[config.mk]
export PLATFORM = sky130hd
export DESIGN_NAME = pe_ctrl
export DESIGN_NICKNAME = d
export VERILOG_FILES = /design/src/rtl/pe_pkg.sv /design/src/rtl/pe_win_cntr.sv /design/src/rtl/pe_ctrl.sv
export SDC_FILE = /design/constraint.sdc
export NUM_CORES = 1
export LEC_CHECK = 0
export CORE_ASPECT_RATIO = 1.1
export CORE_UTILIZATION = 53
export DETAILED_ROUTE_END_ITERATION = 10
export PLACE_DENSITY_LB_ADDON = 0.3
export SLEW_MARGIN = 30
export SYNTH_ARGS = -nofsm -noshare
export SYNTH_HDL_FRONTEND = slang
export SYNTH_HIERARCHICAL = 1
export SYNTH_SLANG_ARGS = --single-unit
[constraint.sdc]
create_clock -name clk -period 3.5 [get_ports clk]
set_input_delay 0.35 -clock clk [delete_from_list [all_inputs] [get_ports clk]]
set_output_delay 0.35 -clock clk [all_outputs]
set_load 0.02 [all_outputs]
[src/rtl/pe_pkg.sv]
// Shared types and sizing helpers for the PE control block.
package pe_pkg;

    typedef enum logic [2:0] {
        S_IDLE  = 3'd0,
        S_CLR   = 3'd1,
        S_ACC   = 3'd2,
        S_STORE = 3'd3,
        S_WRITE = 3'd4,
        S_FILE  = 3'd5,
        S_DONE  = 3'd6
    } pe_state_t;

    localparam int unsigned WIN_SIZE       = 4;
    localparam int unsigned WIN_TAPS       = 16;
    localparam int unsigned BYTES_PER_WORD = 4;
    localparam int unsigned IDX_W          = 8;

    // Number of window positions along one image edge.
    function automatic int unsigned out_dim(input int unsigned img_size, input int unsigned stride);
        return (img_size - WIN_SIZE) / stride + 1;
    endfunction

    function automatic int unsigned num_words(input int unsigned img_size, input int unsigned stride);
        int unsigned wins;
        wins = out_dim(img_size, stride) * out_dim(img_size, stride);
        return (wins + BYTES_PER_WORD - 1) / BYTES_PER_WORD;
    endfunction

endpackage

[src/rtl/pe_win_cntr.sv]
// Row/column stride counter for the 4x4 window; produces the top-left pixel index.
module pe_win_cntr
    import pe_pkg::*;
#(
    parameter int unsigned IMG_SIZE = 16,
    parameter int unsigned STRIDE   = 4
) (
    input  logic             clk,
    input  logic             rst,
    input  logic             clr,
    input  logic             adv,
    output logic [IDX_W-1:0] img_buffer_index,
    output logic             last_win,
    output logic             pass_done
);

    localparam logic [IDX_W-1:0] LAST_POS = IDX_W'(IMG_SIZE - WIN_SIZE);
    localparam logic [IDX_W-1:0] STEP     = IDX_W'(STRIDE);
    localparam logic [IDX_W-1:0] IMG_W    = IDX_W'(IMG_SIZE);

    logic [IDX_W-1:0] row_q, row_d;
    logic [IDX_W-1:0] col_q, col_d;
    logic [IDX_W-1:0] index_q, index_d;
    logic             done_q, done_d;

    assign last_win         = (row_q == LAST_POS) && (col_q == LAST_POS);
    assign img_buffer_index = index_q;
    assign pass_done        = done_q;

    // The last window parks the counter and raises pass_done instead of wrapping.
    always_comb begin
        row_d  = row_q;
        col_d  = col_q;
        done_d = done_q;
        if (clr) begin
            row_d  = '0;
            col_d  = '0;
            done_d = 1'b0;
        end else if (adv) begin
            if (last_win) begin
                done_d = 1'b1;
            end else if (col_q == LAST_POS) begin
                col_d = '0;
                row_d = row_q + STEP;
            end else begin
                col_d = col_q + STEP;
            end
        end
        index_d = row_d * IMG_W + col_d;
    end

    always_ff @(posedge clk or negedge rst) begin
        if (!rst) begin
            row_q   <= '0;
            col_q   <= '0;
            index_q <= '0;
            done_q  <= 1'b0;
        end else begin
            row_q   <= row_d;
            col_q   <= col_d;
            index_q <= index_d;
            done_q  <= done_d;
        end
    end

endmodule

[src/rtl/pe_ctrl.sv]
// Control FSM for one PE datapath: window walk, accumulate, byte packing, word writes, file dump.
// Optional stall input enabled by defining PE_CTRL_HOLD_EN.
module pe_ctrl
    import pe_pkg::*;
#(
    parameter int unsigned IMG_SIZE     = 16,
    parameter int unsigned STRIDE       = 4,
    parameter int unsigned MAX_MEM_SIZE = 128
) (
    input  logic             clk,
    input  logic             rst,
`ifdef PE_CTRL_HOLD_EN
    input  logic             hold,
`endif
    input  logic             start,
    output logic             busy,
    output logic             done,
    output logic             rst_acc,
    output logic             acc_en,
    output logic [IDX_W-1:0] buffer_cntr,
    output logic [IDX_W-1:0] img_buffer_index,
    output logic             res_buffer_en,
    output logic [IDX_W-1:0] res_index,
    output logic             rst_res_reg,
    output logic             wr_en,
    output logic [IDX_W-1:0] wr_adr,
    output logic             wr_file
);

    localparam int unsigned NUM_WORDS = num_words(IMG_SIZE, STRIDE);
    localparam logic [IDX_W-1:0] LAST_TAP  = IDX_W'(WIN_TAPS - 1);
    localparam logic [IDX_W-1:0] LAST_LANE = IDX_W'(BYTES_PER_WORD - 1);

    if ((IMG_SIZE - WIN_SIZE) % STRIDE != 0) begin : g_bad_stride
        $error("pe_ctrl: window does not tile the image with this STRIDE");
    end
    if (IMG_SIZE * IMG_SIZE > 256) begin : g_bad_img
        $error("pe_ctrl: image too large for an 8-bit pixel index");
    end
    if (NUM_WORDS > MAX_MEM_SIZE) begin : g_bad_mem
        $error("pe_ctrl: result words exceed MAX_MEM_SIZE");
    end

    pe_state_t        state_q, state_d;
    logic [IDX_W-1:0] buf_q, buf_d;
    logic [IDX_W-1:0] res_idx_q, res_idx_d;
    logic [IDX_W-1:0] wr_adr_q, wr_adr_d;
    logic             busy_q, busy_d;
    logic             done_q, done_d;
    logic             rst_acc_q, rst_acc_d;
    logic             acc_en_q, acc_en_d;
    logic             res_buffer_en_q, res_buffer_en_d;
    logic             rst_res_reg_q, rst_res_reg_d;
    logic             wr_en_q, wr_en_d;
    logic             wr_file_q, wr_file_d;
    logic             hold_c;
    logic             win_clr_c, win_adv_c;
    logic             last_win_c, pass_done_c;

`ifdef PE_CTRL_HOLD_EN
    assign hold_c = hold;
`else
    assign hold_c = 1'b0;
`endif

    pe_win_cntr #(
        .IMG_SIZE (IMG_SIZE),
        .STRIDE   (STRIDE)
    ) u_win (
        .clk              (clk),
        .rst              (rst),
        .clr              (win_clr_c),
        .adv              (win_adv_c),
        .img_buffer_index (img_buffer_index),
        .last_win         (last_win_c),
        .pass_done        (pass_done_c)
    );

    // Next state and counters; hold freezes everything at its current value.
    always_comb begin
        state_d   = state_q;
        buf_d     = buf_q;
        res_idx_d = res_idx_q;
        wr_adr_d  = wr_adr_q;
        win_clr_c = 1'b0;
        win_adv_c = 1'b0;
        if (!hold_c) begin
            unique case (state_q)
                S_IDLE: begin
                    win_clr_c = 1'b1;
                    res_idx_d = '0;
                    wr_adr_d  = '0;
                    if (start) state_d = S_CLR;
                end
                S_CLR:   state_d = S_ACC;
                S_ACC: begin
                    if (buf_q == LAST_TAP) state_d = S_STORE;
                end
                S_STORE: begin
                    win_adv_c = 1'b1;
                    res_idx_d = (res_idx_q == LAST_LANE) ? '0 : res_idx_q + 1'b1;
                    state_d   = (res_idx_q == LAST_LANE || last_win_c) ? S_WRITE : S_CLR;
                end
                S_WRITE: begin
                    wr_adr_d  = wr_adr_q + 1'b1;
                    res_idx_d = '0;
                    state_d   = pass_done_c ? S_FILE : S_CLR;
                end
                S_FILE:  state_d = S_DONE;
                S_DONE:  state_d = S_IDLE;
                default: state_d = S_IDLE;
            endcase
            buf_d = (state_q == S_ACC && state_d == S_ACC) ? buf_q + 1'b1 : '0;
        end
    end

    // Outputs are decoded from the next state so the registers line up with state_q.
    always_comb begin
        busy_d          = !(state_d inside {S_IDLE, S_DONE});
        done_d          = (state_d == S_DONE);
        rst_acc_d       = (state_d == S_CLR);
        acc_en_d        = (state_d == S_ACC);
        res_buffer_en_d = (state_d == S_STORE);
        rst_res_reg_d   = (state_d == S_CLR) && (res_idx_d == '0);
        wr_en_d         = (state_d == S_WRITE);
        wr_file_d       = (state_d == S_FILE);
    end

    always_ff @(posedge clk or negedge rst) begin
        if (!rst) begin
            state_q         <= S_IDLE;
            buf_q           <= '0;
            res_idx_q       <= '0;
            wr_adr_q        <= '0;
            busy_q          <= 1'b0;
            done_q          <= 1'b0;
            rst_acc_q       <= 1'b0;
            acc_en_q        <= 1'b0;
            res_buffer_en_q <= 1'b0;
            rst_res_reg_q   <= 1'b0;
            wr_en_q         <= 1'b0;
            wr_file_q       <= 1'b0;
        end else begin
            state_q         <= state_d;
            buf_q           <= buf_d;
            res_idx_q       <= res_idx_d;
            wr_adr_q        <= wr_adr_d;
            busy_q          <= busy_d;
            done_q          <= done_d;
            rst_acc_q       <= rst_acc_d;
            acc_en_q        <= acc_en_d;
            res_buffer_en_q <= res_buffer_en_d;
            rst_res_reg_q   <= rst_res_reg_d;
            wr_en_q         <= wr_en_d;
            wr_file_q       <= wr_file_d;
        end
    end

    // Strobes are masked while stalled so no tap or write is issued twice.
    assign busy          = busy_q;
    assign done          = done_q & ~hold_c;
    assign rst_acc       = rst_acc_q & ~hold_c;
    assign acc_en        = acc_en_q & ~hold_c;
    assign res_buffer_en = res_buffer_en_q & ~hold_c;
    assign rst_res_reg   = rst_res_reg_q & ~hold_c;
    assign wr_en         = wr_en_q & ~hold_c;
    assign wr_file       = wr_file_q & ~hold_c;
    assign buffer_cntr   = buf_q;
    assign res_index     = res_idx_q;
    assign wr_adr        = wr_adr_q;

endmodule

### Word-level counts from Yosys, hierarchy flattened

Cells that the tools add are included.

| cells by class | value |
|---|---|
| muxes and demuxes | 22 |
| shift operators | 0 |
| multiply operators | 0 |
| divide/modulo/power cells | 0 |
| bitwise gates (word level) | 0 |
| equality and inequality tests | 16 |
| reductions and logical operators | 16 |
| $add $sub $neg | 6 |
| $lt $le $gt $ge | 0 |

Operators with widths:

| kind | count |
|---|---|
| 8-bit two-way mux | 10 |
| 8-bit case mux with 2 select lines | 2 |
| 8-bit by 1-bit adder with 8-bit output, second input constant | 3 |
| 8-bit by 4-bit equality test with 1-bit output, second input constant | 3 |
| 3-bit case mux with 6 select lines | 1 |
| 8-bit by 3-bit adder with 8-bit output, second input constant | 2 |
| 3-bit equality test, second input constant | 5 |
| 3-bit by 2-bit equality test with 1-bit output, second input constant | 4 |
| 3-bit two-way mux | 4 |
| 2-bit nonzero test | 5 |
| 8-bit adder | 1 |
| 8-bit by 2-bit equality test with 1-bit output, second input constant | 1 |
| 8-bit logical NOT | 1 |
| 3-bit by 1-bit equality test with 1-bit output, second input constant | 2 |
| 3-bit logical NOT | 2 |
| 1-bit two-way mux | 5 |
| 1-bit logical AND | 3 |
| 3-bit AND reduction | 1 |
| 2-bit by 1-bit inequality test with 1-bit output, second input constant | 1 |
| 2-bit AND reduction | 1 |
| 2-bit OR reduction | 1 |
| 1-bit logical NOT | 1 |
| 1-bit logical OR | 1 |

| word-level totals | value |
|---|---|
| bits in writable memories | 0 |
| input bits | 3 |
| memories | 0 |
| output and inout bits | 40 |
| bits in read-only memories | 0 |
| register bits after elaboration | 60 |
| word-level logic and storage cells | 77 |
| latch bits | 0 |

### Depth between registers and ports, before layout

Gate-level depths: netlist of the first run.

| depth | value |
|---|---|
| depth after elaboration | 8 |
| gate-level depth with buffers | 11 |

### Hierarchy

The synthesis of the first run kept the hierarchy.

By module, submodules not included:

| module | cells each | instances | area an instance (um^2) |
|---|---|---|---|
| pe_ctrl | 189 | 1 | 1788.0 |
| pe_win_cntr | 86 | 1 | 942.2 |

### Worst setup path before layout of the first run

No wires, ideal clock.

| path | value |
|---|---|
| kind | register -> register |
| from | register state_q[1] |
| to | register u_win.index_q[7], in the netlist u_win/img_buffer_index[7] |
| stages on the path, launching flop included | 12 |
| data arrival time | 2.633 ns |
| setup slack | 0.734 ns |
| cells stage by stage | dfrtp_1 buf_2 or2_2 clkbuf_1 clkbuf_1 nor2_1 clkbuf_1 nor2_1 ha_1 a21o_1 a21oi_1 xnor3_1 |

| between the ends | value |
|---|---|
| elaborated cells between the ends (all ways) | 9 |
| those cells by class | add/sub: 1; eq/ne: 1; mux: 6; reduce/logical: 1 |

RTL lines:

| element | line | source |
|---|---|---|
| start, declared | pe_ctrl.sv:44 | `pe_state_t state_q, state_d;` |
| start signal, assigned | pe_ctrl.sv:144 | `state_q <= state_d;` |
| 3-bit logical NOT | pe_ctrl.sv:88 | `unique case (state_q)` |
| 1-bit two-way mux | pe_ctrl.sv:88 |  |
| net win_clr_c | pe_ctrl.sv:57 | `logic win_clr_c, win_adv_c;` |
| 8-bit two-way mux | pe_win_cntr.sv:35 | `if (clr) begin` |
| net u_win.col_d[5] | pe_win_cntr.sv:22 | `logic [IDX_W-1:0] col_q, col_d;` |
| 8-bit adder | pe_win_cntr.sv:49 | `index_d = row_d * IMG_W + col_d;` |
| net u_win.index_d[7] | pe_win_cntr.sv:23 | `logic [IDX_W-1:0] index_q, index_d;` |
| end signal, assigned | pe_win_cntr.sv:61 | `index_q <= index_d;` |
| end, declared | pe_win_cntr.sv:23 |  |

The timed path passes the listed nets, and every way through them passes these cells. The select of a mux whose other input is x is not followed.
A chain may end at the register's enable or synchronous reset.

### Worst setup path after layout of the first run

| path | value |
|---|---|
| from | register state_q[1] |
| to | register u_win.index_q[7], in the netlist u_win/img_buffer_index[7] |

| between the ends | value |
|---|---|
| word-level cells in the longest chain between the ends | 5 |
| elaborated cells between the ends (all ways) | 9 |
| those cells by class | add/sub: 1; eq/ne: 1; mux: 6; reduce/logical: 1 |

Ends and longest elaborated chain:

| element | line | source |
|---|---|---|
| 3-bit by 2-bit equality test with 1-bit output | pe_ctrl.sv:88 |  |
| 1-bit two-way mux | pe_ctrl.sv:88 |  |
| 8-bit two-way mux | pe_win_cntr.sv:39 | `end else if (adv) begin` |
| 8-bit two-way mux * | pe_win_cntr.sv:35 |  |
| net u_win.col_d[5] | pe_win_cntr.sv:22 |  |
| 8-bit adder * | pe_win_cntr.sv:49 |  |
| net u_win.index_d[7] | pe_win_cntr.sv:23 |  |

Mark *: on every way through the listed nets, which the timed path passes. The rest lies on a longest branch. The select of a mux whose other input is x is not followed.

==> results.py, run 1 <==
metrics = {
    "yosys": {
        "syn_inst": 275,
        "ys_seq_elements": 54,
        "synth-edff-count": 0,
        "yosysTopAreaCell": "dfrtp_1",
        "synth_top_area_share_pct": 49.5,
        "avgSynthCellArea_um2": 9.93,
        "synth_area_leaders": "dfrtp_1 49%, nor2_1 3.8%, ha_1 3.7%",
        "async_flop_share_pct": 100,
        "ys_seq_area_share_pct": 49.5,
        "syn_area_mm2": 0.00273,
        "yosysWarnings": 6,
        "synthFlopType": "dfrtp_1",
        "yosysUniqueCellTypes": 52,
    },
    "cells_and_area": {
        "fill_cells": 422,
        "stdcell_count": 371,
        "fin_area_mm2": 0.00327,
        "drive_above_1_share_pct": 6.39,
        "antennaDiodeCount": 0,
        "layout_common_cells": "54 x dfrtp_1, 39 x clkdlybuf4s50_1, 28 x nor2_1",
        "postLayoutCoreUtil_pct": 65.8,
        "layout.nets": 325,
        "layout_commonest_cell": "dfrtp_1",
        "syn2layout_area_growth_pct": 19.7,
    },
    "min_path": {
        "min_path_type": "in2async",
    },
    "sta": {
        "fin_skew_ns": 0.0102,
        "period_share_pct": 77.0,
        "whs_ns": 0.0896,
        "min_period_ns": 2.70,
        "slew_headroom_pct": 51.7,
        "tns_ns": 0,
        "hold_violations": 0,
        "finalMaxSlewViolations": 0,
        "worst_pin_slew_ns": 0.724,
        "fmax_mhz": 371,
        "fin_ws_ns": 0.804,
        "rsz0062_at_grt": "false",
        "setup_viol": 0,
    },
    "clocking": {
        "clockRootBuffer": "clkbuf_8",
        "cts_num_sinks": 54,
        "cts_max_path_buffers": 2,
        "htreeDepth": 2,
        "cts_tree": "yes",
        "clk_pin_slew_ns": 0.09,
        "ctsHoldBuffers": 0,
        "cts-buffers-inserted": 5,
        "clk_latency_ns": 0.31,
        "cts_resized": 0,
        "cts_setup_buffers": 0,
    },
    "route": {
        "ant_nets": 0,
        "vias_per_cell": 5.79,
        "drt_iter0_drc": 91,
        "vias": 2148,
        "drc": 0,
        "wl_per_cell_um": 14.3,
        "routed_wl_um": 5310,
        "dr.pass1.iters": 4,
    },
    "floorplan": {
        "core-area_mm2": 0.00497,
        "io_pins": 43,
        "start_util_pct": 55.0,
        "dieWidth_um": 70.4,
        "std_cell_rows": 27,
        "die_y_um": 77.3,
        "die-area_mm2": 0.00544,
    },
    "power_and_ir_drop": {
        "p_switching_uw": 208,
        "leakage_nw": 1.47,
        "cellPowerDensity_mw_per_mm2": 325,
        "p_int_uw": 855,
        "vdd_drop_max_mv": 0.195,
        "swShare_pct": 19.5,
        "power_mw": 1.06,
        "power_frac_clock_pct": 39.8,
        "p_comb_share_pct": 1.5,
        "seq_power_share_pct": 58.7,
    },
    "critical_path": {
        "start_kind": "flip-flop",
        "r2r_cells": 10,
        "cp_max_fo": 19,
        "arrival_ns": 2.88,
        "cp-end-kind": "flip-flop",
        "path_class": "reg2reg",
        "cp_data_required_time_ns": 3.68,
    },
    "global_routing": {
        "globalRouteTotalUtil_pct": 20.9,
        "grt_pass1_vias": 1986,
        "grt_overflow_total": 0,
        "grt_max_degree": 35,
        "grt_pass1_wl_um": 9060,
        "antenna_found_initial": 0,
    },
    "place": {
        "portBuffers": 40,
        "place_congestion": 0.832,
        "post-dp-hpwl_um": 3650,
        "post_dp_cell_area_mm2": 0.00315,
        "placed_cells": 364,
        "pre_cts_slack_ns": 0.867,
    },
    "job": {
        "drv_cap": 0,
    },
    "run_status": {
        "status": "finished, final reports clean",
    },
}
## routing by layer
layer  up-vias  wire [um]  track usage (%)
met5         -          0                0
met4         0         88             7.60
met3         9        214             3.94
met2        57       2520             33.4
met1      1048       2490             28.1
li1       1034          -                -
## worst paths after layout
kind                                 from                        end  slack, ns
setup / recovery               state_q[1]  u_win/img_buffer_index[7]       0.80
hold / removal                        rst               res_index[4]       0.09
setup reg to reg               state_q[1]  u_win/img_buffer_index[7]       0.80
hold reg to reg            buffer_cntr[0]             buffer_cntr[0]       0.49
max in group asynchronous             rst             u_win/col_q[5]       2.66
min in group clk           buffer_cntr[0]             buffer_cntr[0]       0.49
## worst max-delay path: stages, from the launching register on
cell and delay (ns):
dfrtp_1 0.68, and3b_1 0.23, buf_4 0.20, and3_1 0.20
nand2_1 0.08, xor2_1 0.15, nor2_1 0.21, ha_1 0.28
a21o_1 0.17, a21oi_1 0.15, xnor3_1 0.22
## power by group through the flow
| stage | Clock, mW | Sequential [mW] | Combinational [mW] |
|---|---|---|---|
| 6_report | 0.423 | 0.623 | 0.0161 |
| 5_1_grt | 0.457 | 0.623 | 0.0196 |
| 4_1_cts | 0.434 | 0.623 | 0.0174 |
| 3_5_place_dp | 0 | 0.636 | 0.0174 |
| 3_3_place_gp | 0 | 0.636 | 0.0174 |
| 2_1_floorplan | 0 | 0.636 | 0.00406 |
## cell usage after synthesis (7+ instances only)
cell,count
a21oi_1,14
nor3_1,9
and3_1,10
nand2_1,26
ha_1,8
nand3_1,14
xnor2_1,8
inv_1,7
clkbuf_1,7
xor2_1,11
nor2_1,28
o21ai_0,17
dfrtp_1,54
## cell families (layout without fill, tap and decap cells)
family                     Yosys count  after routing  synth area share [%]
and+or+nand+nor                    115            115                  21.7
AOI/OAI and AO/OA                   52             52                  12.5
buffers and inverters               21             58                  3.80
adders and majority gates            9              9                  4.40
DFF                                 54             54                  49.5
muxes                                3              3                  1.10
other                                1              2                 0.137
xor gates and xnor gates            20             20                  6.92
## final cells by class
type	instances	area, um^2	share of cell area, %
Tap cell	58	72.6	2.22
Timing Repair Buffer	44	425	13.0
Sequential cell	54	1350	41.4
Clock inverter	1	30.0	0.919
Multi-Input combinational cell	201	1280	39.1
Inverter	7	26.3	0.804
Clock buffer	6	82.6	2.53
Power figures use the tool's default switching activity.
==> run 2, diff against run 1 <==
==> constraint.sdc (replaced) <==
create_clock -name clk -period 2.6 [get_ports clk]
set_input_delay 0.26 -clock clk [delete_from_list [all_inputs] [get_ports clk]]
set_output_delay 0.26 -clock clk [all_outputs]
set_load 0.02 [all_outputs]
==> run 2 against run 1 <==
Net effect:
- worst hold slack got worse by 0.024 ns
- core utilization grew 1.2 points
- non-clock buffer count increased by 8
- power is 31% higher
- clock power increased by 24%
- critical endpoint unchanged
- first-iteration DRC count up 23%
- critical path depth shrank 3
- cell area increased by 1.8%
- clock skew is 0.0077 ns lower
- cell count increased by 2.4%
==> results.py, run 2 (same netlist as run 1, synthesis figures left out) <==
metrics = {
    "clocking": {
        "clk_pin_slew_ns": 0.09,
        "cts_tree": "yes",
        "cts_resized": 0,
        "clk_latency_ns": 0.30,
        "cts_setup_buffers": 0,
        "ctsHoldBuffers": 0,
        "cts_num_sinks": 54,
        "cts_max_path_buffers": 2,
        "htreeDepth": 2,
        "clockRootBuffer": "clkbuf_8",
        "cts-buffers-inserted": 5,
    },
    "route": {
        "vias_per_cell": 5.69,
        "drc": 0,
        "ant_nets": 0,
        "wl_per_cell_um": 14.3,
        "routed_wl_um": 5440,
        "dr.pass1.iters": 4,
        "drt_iter0_drc": 112,
        "vias": 2163,
    },
    "sta": {
        "setup_viol": 0,
        "fmax_mhz": 420,
        "fin_skew_ns": 0.00243,
        "tns_ns": 0,
        "hold_violations": 0,
        "worst_pin_slew_ns": 0.645,
        "period_share_pct": 91.7,
        "whs_ns": 0.0655,
        "rsz0062_at_grt": "false",
        "min_period_ns": 2.38,
        "finalMaxSlewViolations": 0,
        "slew_headroom_pct": 57.0,
    },
    "power_and_ir_drop": {
        "vdd_drop_max_mv": 0.284,
        "leakage_nw": 1.51,
        "cellPowerDensity_mw_per_mm2": 417,
    },
    "global_routing": {
        "globalRouteTotalUtil_pct": 21.7,
        "antenna_found_initial": 0,
        "grt_pass1_wl_um": 9380,
        "grt_pass1_vias": 2103,
        "grt_overflow_total": 0,
        "grt_max_degree": 55,
    },
    "cells_and_area": {
        "drive_above_1_share_pct": 9.32,
        "syn2layout_area_growth_pct": 21.9,
        "layout.nets": 333,
        "layout_commonest_cell": "dfrtp_1",
        "antennaDiodeCount": 0,
        "layout_common_cells": "54 x dfrtp_1, 39 x clkdlybuf4s50_1, 27 x nor2_1",
        "fin_area_mm2": 0.00333,
        "postLayoutCoreUtil_pct": 67.0,
        "stdcell_count": 380,
        "fill_cells": 403,
    },
    "critical_path": {
        "arrival_ns": 2.57,
        "r2r_cells": 7,
        "r2r-end": "u_win/img_buffer_index[7]",
        "cp_data_required_time_ns": 2.78,
        "cp-end-kind": "flip-flop",
        "critPathLaunch": "u_win/col_q[4]",
        "cp_max_fo": 7,
        "endpoint": "u_win/img_buffer_index[7]",
        "path_class": "reg2reg",
        "rr_startpoint": "u_win/col_q[4]",
        "r2r_setup_slack_ns": 0.22,
        "start_kind": "flip-flop",
    },
    "place": {
        "place_congestion": 0.822,
        "post-dp-hpwl_um": 3970,
        "placed_cells": 372,
        "portBuffers": 40,
        "post_dp_cell_area_mm2": 0.00322,
    },
    "floorplan": {
        "dieWidth_um": 70.4,
        "io_pins": 43,
        "die-area_mm2": 0.00544,
        "std_cell_rows": 27,
        "start_util_pct": 55.0,
        "die_y_um": 77.3,
        "core-area_mm2": 0.00497,
    },
    "job": {
        "drv_cap": 0,
    },
    "run_status": {
        "status": "finished, final reports clean",
    },
    "min_path": {
        "min_path_type": "in2async",
    },
}
## run 2: changes by cell type in the layout (fill, tap and decap cells not counted), sizes merged
cell	delta
clkbuf	+2
buf	+8
bufinv	-1
## run 2: worst min path at each step
stage	endpoint	cells past startpoint	startpoint
after floorplan	acc_en	0	rst
after global placement	buffer_cntr[3]	2	rst
after detailed placement	buffer_cntr[3]	2	rst
after CTS	wr_adr[5]	2	rst
after global routing	buffer_cntr[5]	2	rst
final	buffer_cntr[5]	2	rst
## run 2: area by class of cell
cell class,count,area [um^2],area share (%)
timing repair buffer,52,485,14.6
multi-input combinational,201,1280,38.5
clock buffer,8,110,3.31
tap,58,72.6,2.18
sequential,54,1350,40.6
inverter,7,26.3,0.790
## run 2: critical path, stage by stage (launching register included)
cell and delay [ns]:
dfrtp_1 0.45, or4_4 0.57, a211oi_2 0.29, xnor2_1 0.17, nor2_1 0.08, ha_1 0.34
a21oi_1 0.15, xnor3_1 0.22
## run 2: per-stage QoR
step                      setup slack, ns  power [mW]
after floorplan                    0.0342       0.861
after detailed placement            0.232       0.879
after CTS                           0.218        1.40
after global placement              0.298       0.879
after global routing                0.122        1.44
final                               0.216        1.39
## run 2: where the power goes
part	internal [mW]	switching [mW]	leakage [nW]
sequential	0.839	0	0.719
clock	0.269	0.257	0.0575
combinational	0.00328	0.0179	0.729
## run 2: routing by layer
metal  global-route usage (%)  part of all wire [%]  vias up
met5                        0                     0        -
met4                     8.60                   1.7        0
met3                     4.20                   4.2        8
met2                     37.7                    51       49
met1                     26.2                    44     1048
li1                         -                     -     1058
